[src/rtl/imem_arbiter_if.sv]
// rtl/imem_arbiter_if.sv - request/response and memory bus bundle for imem_arbiter
//
// Purpose: groups the fetch port, the loader port and the instruction-memory
// port of imem_arbiter into one bundle.
//   slave  modport: the arbiter side (takes requests, drives responses and memory).
//   master modport: the environment side (requesters plus memory).
// Port summary:
//   f_req_*  fetch read request (valid/ready/addr)
//   f_rsp_*  fetch response (valid/data/err), one cycle after acceptance
//   l_req_*  loader request (valid/ready/addr/we/wdata) plus l_lock
//   l_rsp_*  loader response/ack (valid/data/err)
//   mem_*    single-port memory: en/we/addr/wdata out, rdata in (1-cycle read)
interface imem_arbiter_if #(
  parameter int AW = 8
);
  logic          f_req_valid;
  logic          f_req_ready;
  logic [31:0]   f_req_addr;
  logic          f_rsp_valid;
  logic [31:0]   f_rsp_data;
  logic          f_rsp_err;

  logic          l_req_valid;
  logic          l_req_ready;
  logic [31:0]   l_req_addr;
  logic          l_req_we;
  logic [31:0]   l_req_wdata;
  logic          l_lock;
  logic          l_rsp_valid;
  logic [31:0]   l_rsp_data;
  logic          l_rsp_err;

  logic          mem_en;
  logic          mem_we;
  logic [AW-1:0] mem_addr;
  logic [31:0]   mem_wdata;
  logic [31:0]   mem_rdata;

  modport slave (
    input  f_req_valid, f_req_addr,
    output f_req_ready, f_rsp_valid, f_rsp_data, f_rsp_err,
    input  l_req_valid, l_req_addr, l_req_we, l_req_wdata, l_lock,
    output l_req_ready, l_rsp_valid, l_rsp_data, l_rsp_err,
    output mem_en, mem_we, mem_addr, mem_wdata,
    input  mem_rdata
  );

  modport master (
    output f_req_valid, f_req_addr,
    input  f_req_ready, f_rsp_valid, f_rsp_data, f_rsp_err,
    output l_req_valid, l_req_addr, l_req_we, l_req_wdata, l_lock,
    input  l_req_ready, l_rsp_valid, l_rsp_data, l_rsp_err,
    input  mem_en, mem_we, mem_addr, mem_wdata,
    output mem_rdata
  );
endinterface

[src/rtl/imem_arbiter.sv]
// rtl/imem_arbiter.sv - round-robin fetch/loader arbiter for the instruction memory
//
// Purpose: shares a single-port, word-addressed instruction memory between the
// fetch stage (read-only) and the loader/debug port (read/write). Round-robin
// arbitration, optional loader lock for burst loads, byte-to-word translation
// and misaligned/out-of-range error flagging.
// Ports:
//   clk    system clock, rising edge
//   reset  asynchronous, active-high
//   bus    imem_arbiter_if.slave: fetch port, loader port, memory port
module imem_arbiter #(
  parameter int DEPTH = 256,
  parameter int AW    = 8
) (
  input  logic          clk,
  input  logic          reset,
  imem_arbiter_if.slave bus
);

  typedef enum logic {ARB = 1'b0, LOCK = 1'b1} state_t;

  // Highest legal word index + 1, as a 30-bit word address.
  localparam logic [29:0] DEPTH_W = 30'(DEPTH);

  state_t state_q;
  logic   last_l_q;   // last accepted request came from the loader
  logic   f_pend_q;   // fetch response due this cycle
  logic   l_pend_q;   // loader response due this cycle
  logic   err_q;      // pending response is an address error
  logic   wr_q;       // pending response acknowledges a write

  logic f_err, l_err, ptr_l;
  logic f_gnt, l_gnt, f_fwd, l_fwd, rd_ok;

  assign f_err = (bus.f_req_addr[1:0] != 2'b00) || (bus.f_req_addr[31:2] >= DEPTH_W);
  assign l_err = (bus.l_req_addr[1:0] != 2'b00) || (bus.l_req_addr[31:2] >= DEPTH_W);

  // The cycle that releases a lock arbitrates as if the loader went last.
  assign ptr_l = last_l_q || (state_q == LOCK);

  always_comb begin
    f_gnt = 1'b0;
    l_gnt = 1'b0;
    if (!reset) begin
      if (state_q == LOCK && bus.l_lock) begin
        l_gnt = bus.l_req_valid;
      end else if (bus.f_req_valid && bus.l_req_valid) begin
        f_gnt = ptr_l;
        l_gnt = !ptr_l;
      end else begin
        f_gnt = bus.f_req_valid;
        l_gnt = bus.l_req_valid;
      end
    end
  end

  // Erroring requests are accepted but never reach the memory.
  assign f_fwd = f_gnt && !f_err;
  assign l_fwd = l_gnt && !l_err;

  assign bus.f_req_ready = f_gnt;
  assign bus.l_req_ready = l_gnt;

  assign bus.mem_en    = f_fwd || l_fwd;
  assign bus.mem_we    = l_fwd && bus.l_req_we;
  assign bus.mem_addr  = f_fwd ? bus.f_req_addr[AW+1:2] :
                         (l_fwd ? bus.l_req_addr[AW+1:2] : '0);
  assign bus.mem_wdata = (l_fwd && bus.l_req_we) ? bus.l_req_wdata : '0;

  always_ff @(posedge clk or posedge reset) begin
    if (reset) begin
      state_q  <= ARB;
      last_l_q <= 1'b1;
      f_pend_q <= 1'b0;
      l_pend_q <= 1'b0;
      err_q    <= 1'b0;
      wr_q     <= 1'b0;
    end else begin
      f_pend_q <= f_gnt;
      l_pend_q <= l_gnt;
      err_q    <= (f_gnt && f_err) || (l_gnt && l_err);
      wr_q     <= l_gnt && bus.l_req_we;
      if (f_gnt) begin
        last_l_q <= 1'b0;
      end else if (l_gnt) begin
        last_l_q <= 1'b1;
      end
      case (state_q)
        ARB:  if (l_gnt && bus.l_lock) state_q <= LOCK;
        LOCK: if (!bus.l_lock)         state_q <= ARB;
      endcase
    end
  end

  // Only one grant per cycle, so the error/write flags are shared by both ports.
  assign rd_ok = !err_q && !wr_q;

  assign bus.f_rsp_valid = f_pend_q;
  assign bus.f_rsp_err   = f_pend_q && err_q;
  assign bus.f_rsp_data  = (f_pend_q && rd_ok) ? bus.mem_rdata : '0;

  assign bus.l_rsp_valid = l_pend_q;
  assign bus.l_rsp_err   = l_pend_q && err_q;
  assign bus.l_rsp_data  = (l_pend_q && rd_ok) ? bus.mem_rdata : '0;

endmodule

[src/flat_wrapper.sv]
// flat-port wrapper written by rule: the top's interface ports become plain ports
module imem_arbiter_flat 
#(
  parameter int DEPTH = 256,
  parameter int AW    = 8
)
  (clk, reset, bus_f_req_valid, bus_f_req_addr, bus_f_req_ready, bus_f_rsp_valid, bus_f_rsp_data, bus_f_rsp_err, bus_l_req_valid, bus_l_req_addr, bus_l_req_we, bus_l_req_wdata, bus_l_lock, bus_l_req_ready, bus_l_rsp_valid, bus_l_rsp_data, bus_l_rsp_err, bus_mem_en, bus_mem_we, bus_mem_addr, bus_mem_wdata, bus_mem_rdata);
  imem_arbiter_if #(.AW(AW)) bus_i ();
  input  logic clk;
  input  logic reset;
  input wire logic [$bits(bus_i.f_req_valid)-1:0] bus_f_req_valid;
  input wire logic [$bits(bus_i.f_req_addr)-1:0] bus_f_req_addr;
  output wire logic [$bits(bus_i.f_req_ready)-1:0] bus_f_req_ready;
  output wire logic [$bits(bus_i.f_rsp_valid)-1:0] bus_f_rsp_valid;
  output wire logic [$bits(bus_i.f_rsp_data)-1:0] bus_f_rsp_data;
  output wire logic [$bits(bus_i.f_rsp_err)-1:0] bus_f_rsp_err;
  input wire logic [$bits(bus_i.l_req_valid)-1:0] bus_l_req_valid;
  input wire logic [$bits(bus_i.l_req_addr)-1:0] bus_l_req_addr;
  input wire logic [$bits(bus_i.l_req_we)-1:0] bus_l_req_we;
  input wire logic [$bits(bus_i.l_req_wdata)-1:0] bus_l_req_wdata;
  input wire logic [$bits(bus_i.l_lock)-1:0] bus_l_lock;
  output wire logic [$bits(bus_i.l_req_ready)-1:0] bus_l_req_ready;
  output wire logic [$bits(bus_i.l_rsp_valid)-1:0] bus_l_rsp_valid;
  output wire logic [$bits(bus_i.l_rsp_data)-1:0] bus_l_rsp_data;
  output wire logic [$bits(bus_i.l_rsp_err)-1:0] bus_l_rsp_err;
  output wire logic [$bits(bus_i.mem_en)-1:0] bus_mem_en;
  output wire logic [$bits(bus_i.mem_we)-1:0] bus_mem_we;
  output wire logic [$bits(bus_i.mem_addr)-1:0] bus_mem_addr;
  output wire logic [$bits(bus_i.mem_wdata)-1:0] bus_mem_wdata;
  input wire logic [$bits(bus_i.mem_rdata)-1:0] bus_mem_rdata;
  assign bus_i.f_req_valid = bus_f_req_valid;
  assign bus_i.f_req_addr = bus_f_req_addr;
  assign bus_f_req_ready = bus_i.f_req_ready;
  assign bus_f_rsp_valid = bus_i.f_rsp_valid;
  assign bus_f_rsp_data = bus_i.f_rsp_data;
  assign bus_f_rsp_err = bus_i.f_rsp_err;
  assign bus_i.l_req_valid = bus_l_req_valid;
  assign bus_i.l_req_addr = bus_l_req_addr;
  assign bus_i.l_req_we = bus_l_req_we;
  assign bus_i.l_req_wdata = bus_l_req_wdata;
  assign bus_i.l_lock = bus_l_lock;
  assign bus_l_req_ready = bus_i.l_req_ready;
  assign bus_l_rsp_valid = bus_i.l_rsp_valid;
  assign bus_l_rsp_data = bus_i.l_rsp_data;
  assign bus_l_rsp_err = bus_i.l_rsp_err;
  assign bus_mem_en = bus_i.mem_en;
  assign bus_mem_we = bus_i.mem_we;
  assign bus_mem_addr = bus_i.mem_addr;
  assign bus_mem_wdata = bus_i.mem_wdata;
  assign bus_i.mem_rdata = bus_mem_rdata;
  imem_arbiter #(.DEPTH(DEPTH), .AW(AW)) u_core (.clk(clk), .reset(reset), .bus(bus_i));
endmodule
[config.mk]
export PLATFORM = sky130hd
export DESIGN_NAME = imem_arbiter_flat
export DESIGN_NICKNAME = d
export VERILOG_FILES = /design/src/rtl/imem_arbiter_if.sv /design/src/rtl/imem_arbiter.sv /design/src/flat_wrapper.sv
export SDC_FILE = /design/constraint.sdc
export NUM_CORES = 1
export LEC_CHECK = 0
export CAP_MARGIN = 20
export CORE_AREA = 4 4 94 96
export DETAILED_ROUTE_END_ITERATION = 7
export DIE_AREA = 0 0 98 100
export HOLD_SLACK_MARGIN = 0.05
export PLACE_DENSITY = 0.73
export SYNTH_ARGS = -nofsm -noshare
export SYNTH_HDL_FRONTEND = slang
export SYNTH_SLANG_ARGS = --single-unit
export TNS_END_PERCENT = 20
[constraint.sdc]
create_clock -name clk -period 2 [get_ports clk]
set_input_delay 0.2 -clock clk [delete_from_list [all_inputs] [get_ports clk]]
set_output_delay 0.2 -clock clk [all_outputs]
set_load 0.03 [all_outputs]
==> impl_metrics.yaml <==
placement:
  port_buffers: 245
  dpl.hpwl_um: 6700
  place_congestion: 0.866
timing:
  worst_pin_slew_ns: 0.345
  holdWs_ns: 0.415
  hold_viol_final: 0
  rsz0062_at_grt: "true"
  max_freq_ghz: 0.503
  period_minus_slack_ns: 1.99
  period_share_pct: 99.3
  skew_ns: 0.000690
  slew_viol_final: 0
  slew_headroom_pct: 76.9
  setup_viol: 0
synthesis:
  syn-num-nets: 293
  syn_avg_cell_area_um2: 7.40
  yosys_warnings: 0
  synth_seq_area_share_pct: 12.9
  syn-cell-area_um2: 1180
  synth.distinct_cells: 23
  ys_async_sr_fraction_pct: 100
  yosys_register_bits: 6
  synth-edff-count: 0
  synth_flop_cell: "dfrtp_1"
  syn_inst: 159
drt:
  drtAntennaViolNets: 0
  wl_um: 7720
  wire_per_inst_um: 14.9
  via_per_inst: 4.14
  vias: 2149
  drc_errors: 0
  dr.first_iter.drc_count: 8
  drtPass1Iterations: 3
die:
  start_util_pct: 14.6
  die_area_um2: 9800
  floorplan.rows: 33
  die_y_um: 100
  io_pins: 246
  die_x_um: 98
  coreArea_um2: 8050
setup_path:
  crit_path_end_kind: "output port"
  startpoint_type: "primary input"
  cp.arrival_ns: 1.79
  worstSetupPathType: "in -> out"
  crit_chain: "clkdlybuf4s50_1, nor4_2, nand4_2, nor3_4, buf_12, and2_1, buf_6"
  critPathSlowestCell: "clkdlybuf4s50_1"
  crit_buf_inv: 3
  r2r-start: "u_core.state_q"
  r2r_cells: 5
  critical_path.top_delay_family: "simple AND/OR/NAND/NOR gates"
  required_ns: 1.80
  path_max_fanout: 33
  cpPeakStageDelay_ns: 0.41
  regToRegSetupSlack_ns: 0.59
  timing.rr.end: "u_core.err_q"
pwr:
  intPower_mw: 0.628
  p_clk_share_pct: 20.0
  powerDensity_nw_per_um2: 240
  peakVddDrop_mv: 0.140
  sw_frac_of_total_pct: 34.6
  comb_power_share_pct: 64.1
  power.leakage_nw: 2.11
  p_seq_share_pct: 15.9
  p_switching_mw: 0.333
  finalPower_mw: 0.961
clocking:
  cts_root_buffer: "clkbuf_8"
  cts_num_sinks: 6
  cts_max_level: 1
  clk_pin_slew_ns: 0.04
  cts_buffers: 3
  clk_latency_ns: 0.22
  tritoncts: "done"
  clockBufferDepth: 2
finish:
  fin_nets: 549
  antennaDiodeCount: 0
  mostFrequentLayoutCells: "clkdlybuf4s50_1, and2_1, dlygate4sd2_1, buf_6, buf_4"
  drive_above_1_share_pct: 24.6
  syn2layout_area_growth_pct: 241
  mostFrequentLayoutCell: "clkdlybuf4s50_1"
run:
  maxCapViolations: 0
run_status:
  status: "completed"
global_routing:
  grt_max_degree: 34
  overflow: 0
  grt_pass1_wl_um: 11100
  grt_usage_pct: 14.0
  grt_pass1_vias: 2277
  antenna_found_initial: 0
hold_path:
  min_path_type: "in -> async"
-- per-stage QoR --
stage / area, µm² / setup TNS [ns] / util, % / setup WS [ns] / instances
detailed placement: 3710 / -3.15 / 46.1 / -0.139 / 512
floorplan: 1180 / 0 / - / 0.148 / 159
global route: 4010 / -3.48 / 49.8 / -0.101 / 519
finish: 4010 / 0 / 49.8 / 0.0131 / 519
global placement: 3710 / -2.77 / 46.1 / -0.0862 / 512
CTS: 3840 / -2.03 / 47.7 / -0.0862 / 516
-- final cells by class --
| class | count | area, µm² |
|---|---|---|
| repair buffers | 261 | 2620 |
| well taps | 105 | 131 |
| multi-input cells | 140 | 1050 |
| fillers | 791 | 4040 |
| clock buffers | 4 | 45.0 |
| flip-flops and latches | 6 | 151 |
| inverters | 3 | 11.3 |
-- Yosys cell counts, drive strengths merged, types with 2 or more instances --
| master | count | area [µm²] |
|---|---|---|
| nor3b | 2 | 15.0 |
| nand2 | 3 | 11.3 |
| o21ai | 2 | 10.0 |
| nand4 | 2 | 18.8 |
| dfrtp | 5 | 125 |
| a32o | 8 | 80.1 |
| inv | 3 | 11.3 |
| and2 | 98 | 613 |
| clkbuf | 7 | 26.3 |
| o21a | 2 | 15.0 |
| nor2 | 4 | 17.5 |
| nor4 | 12 | 100 |
| buf | 3 | 33.8 |
| nor3 | 2 | 32.5 |
-- flip-flops by register name, summed over array words and instances (netlist names) --
signal,flops
u_core.state_q,1
u_core.wr_q,1
u_core.bus.f_rsp_valid,1
u_core.bus.l_rsp_valid,1
u_core.err_q,1
u_core.last_l_q,1
-- power groups by stage --
stage,clock network (mW),registers (mW),logic [mW]
finish,0.192,0.153,0.616
global route,0.206,0.155,0.653
CTS,0.199,0.149,0.617
detailed placement,0,0.150,0.647
global placement,0,0.150,0.637
floorplan,0,0.151,0.212
-- per-layer routing --
| metal | global-route usage (%) | part of all wire, % | up-vias |
|---|---|---|---|
| li1 | - | - | 1045 |
| met5 | 0 | 0 | - |
| met3 | 3.34 | 10 | 15 |
| met1 | 13.7 | 33 | 942 |
| met2 | 27.6 | 53 | 147 |
| met4 | 5.96 | 3.1 | 0 |
-- worst max path at each step --
stage | depth (start not counted) | start | slack, ns | endpoint
floorplan | 4 | u_core.state_q | 0.15 | bus_mem_addr[2]
global placement | 7 | bus_l_req_addr[17] | -0.09 | bus_mem_wdata[18]
detailed placement | 6 | bus_f_req_valid | -0.14 | bus_mem_addr[5]
finish | 7 | bus_l_req_addr[18] | 0.01 | bus_mem_wdata[5]
global route | 7 | u_core.state_q | -0.10 | bus_mem_wdata[5]
CTS | 7 | bus_l_req_addr[29] | -0.09 | bus_mem_wdata[5]
-- what timing repair did --
action,in CTS,in global routing
gates resized for setup,95,46
pin swaps,5,20
endpoints found under the setup margin,95,42
cloned,0,2
hold buffers,0,0
buffers inserted,0,1
-- cells by family after synthesis --
| kind of cell | after synthesis | synth area share [%] |
|---|---|---|
| simple gates | 124 | 69.3 |
| buf+inv | 13 | 6.06 |
| compound gates | 16 | 11.8 |
| flops | 6 | 12.9 |
-- worst register-to-register path: cells and delay by family (launching register included) --
kind / cells / cell delay, ns
DFF: 1 / 0.41
buffers and inverters: 1 / 0.20
and+or+nand+nor: 1 / 0.08
AOI/OAI and AO/OA: 3 / 0.59
Note: power is estimated with default switching activity, not from simulation.
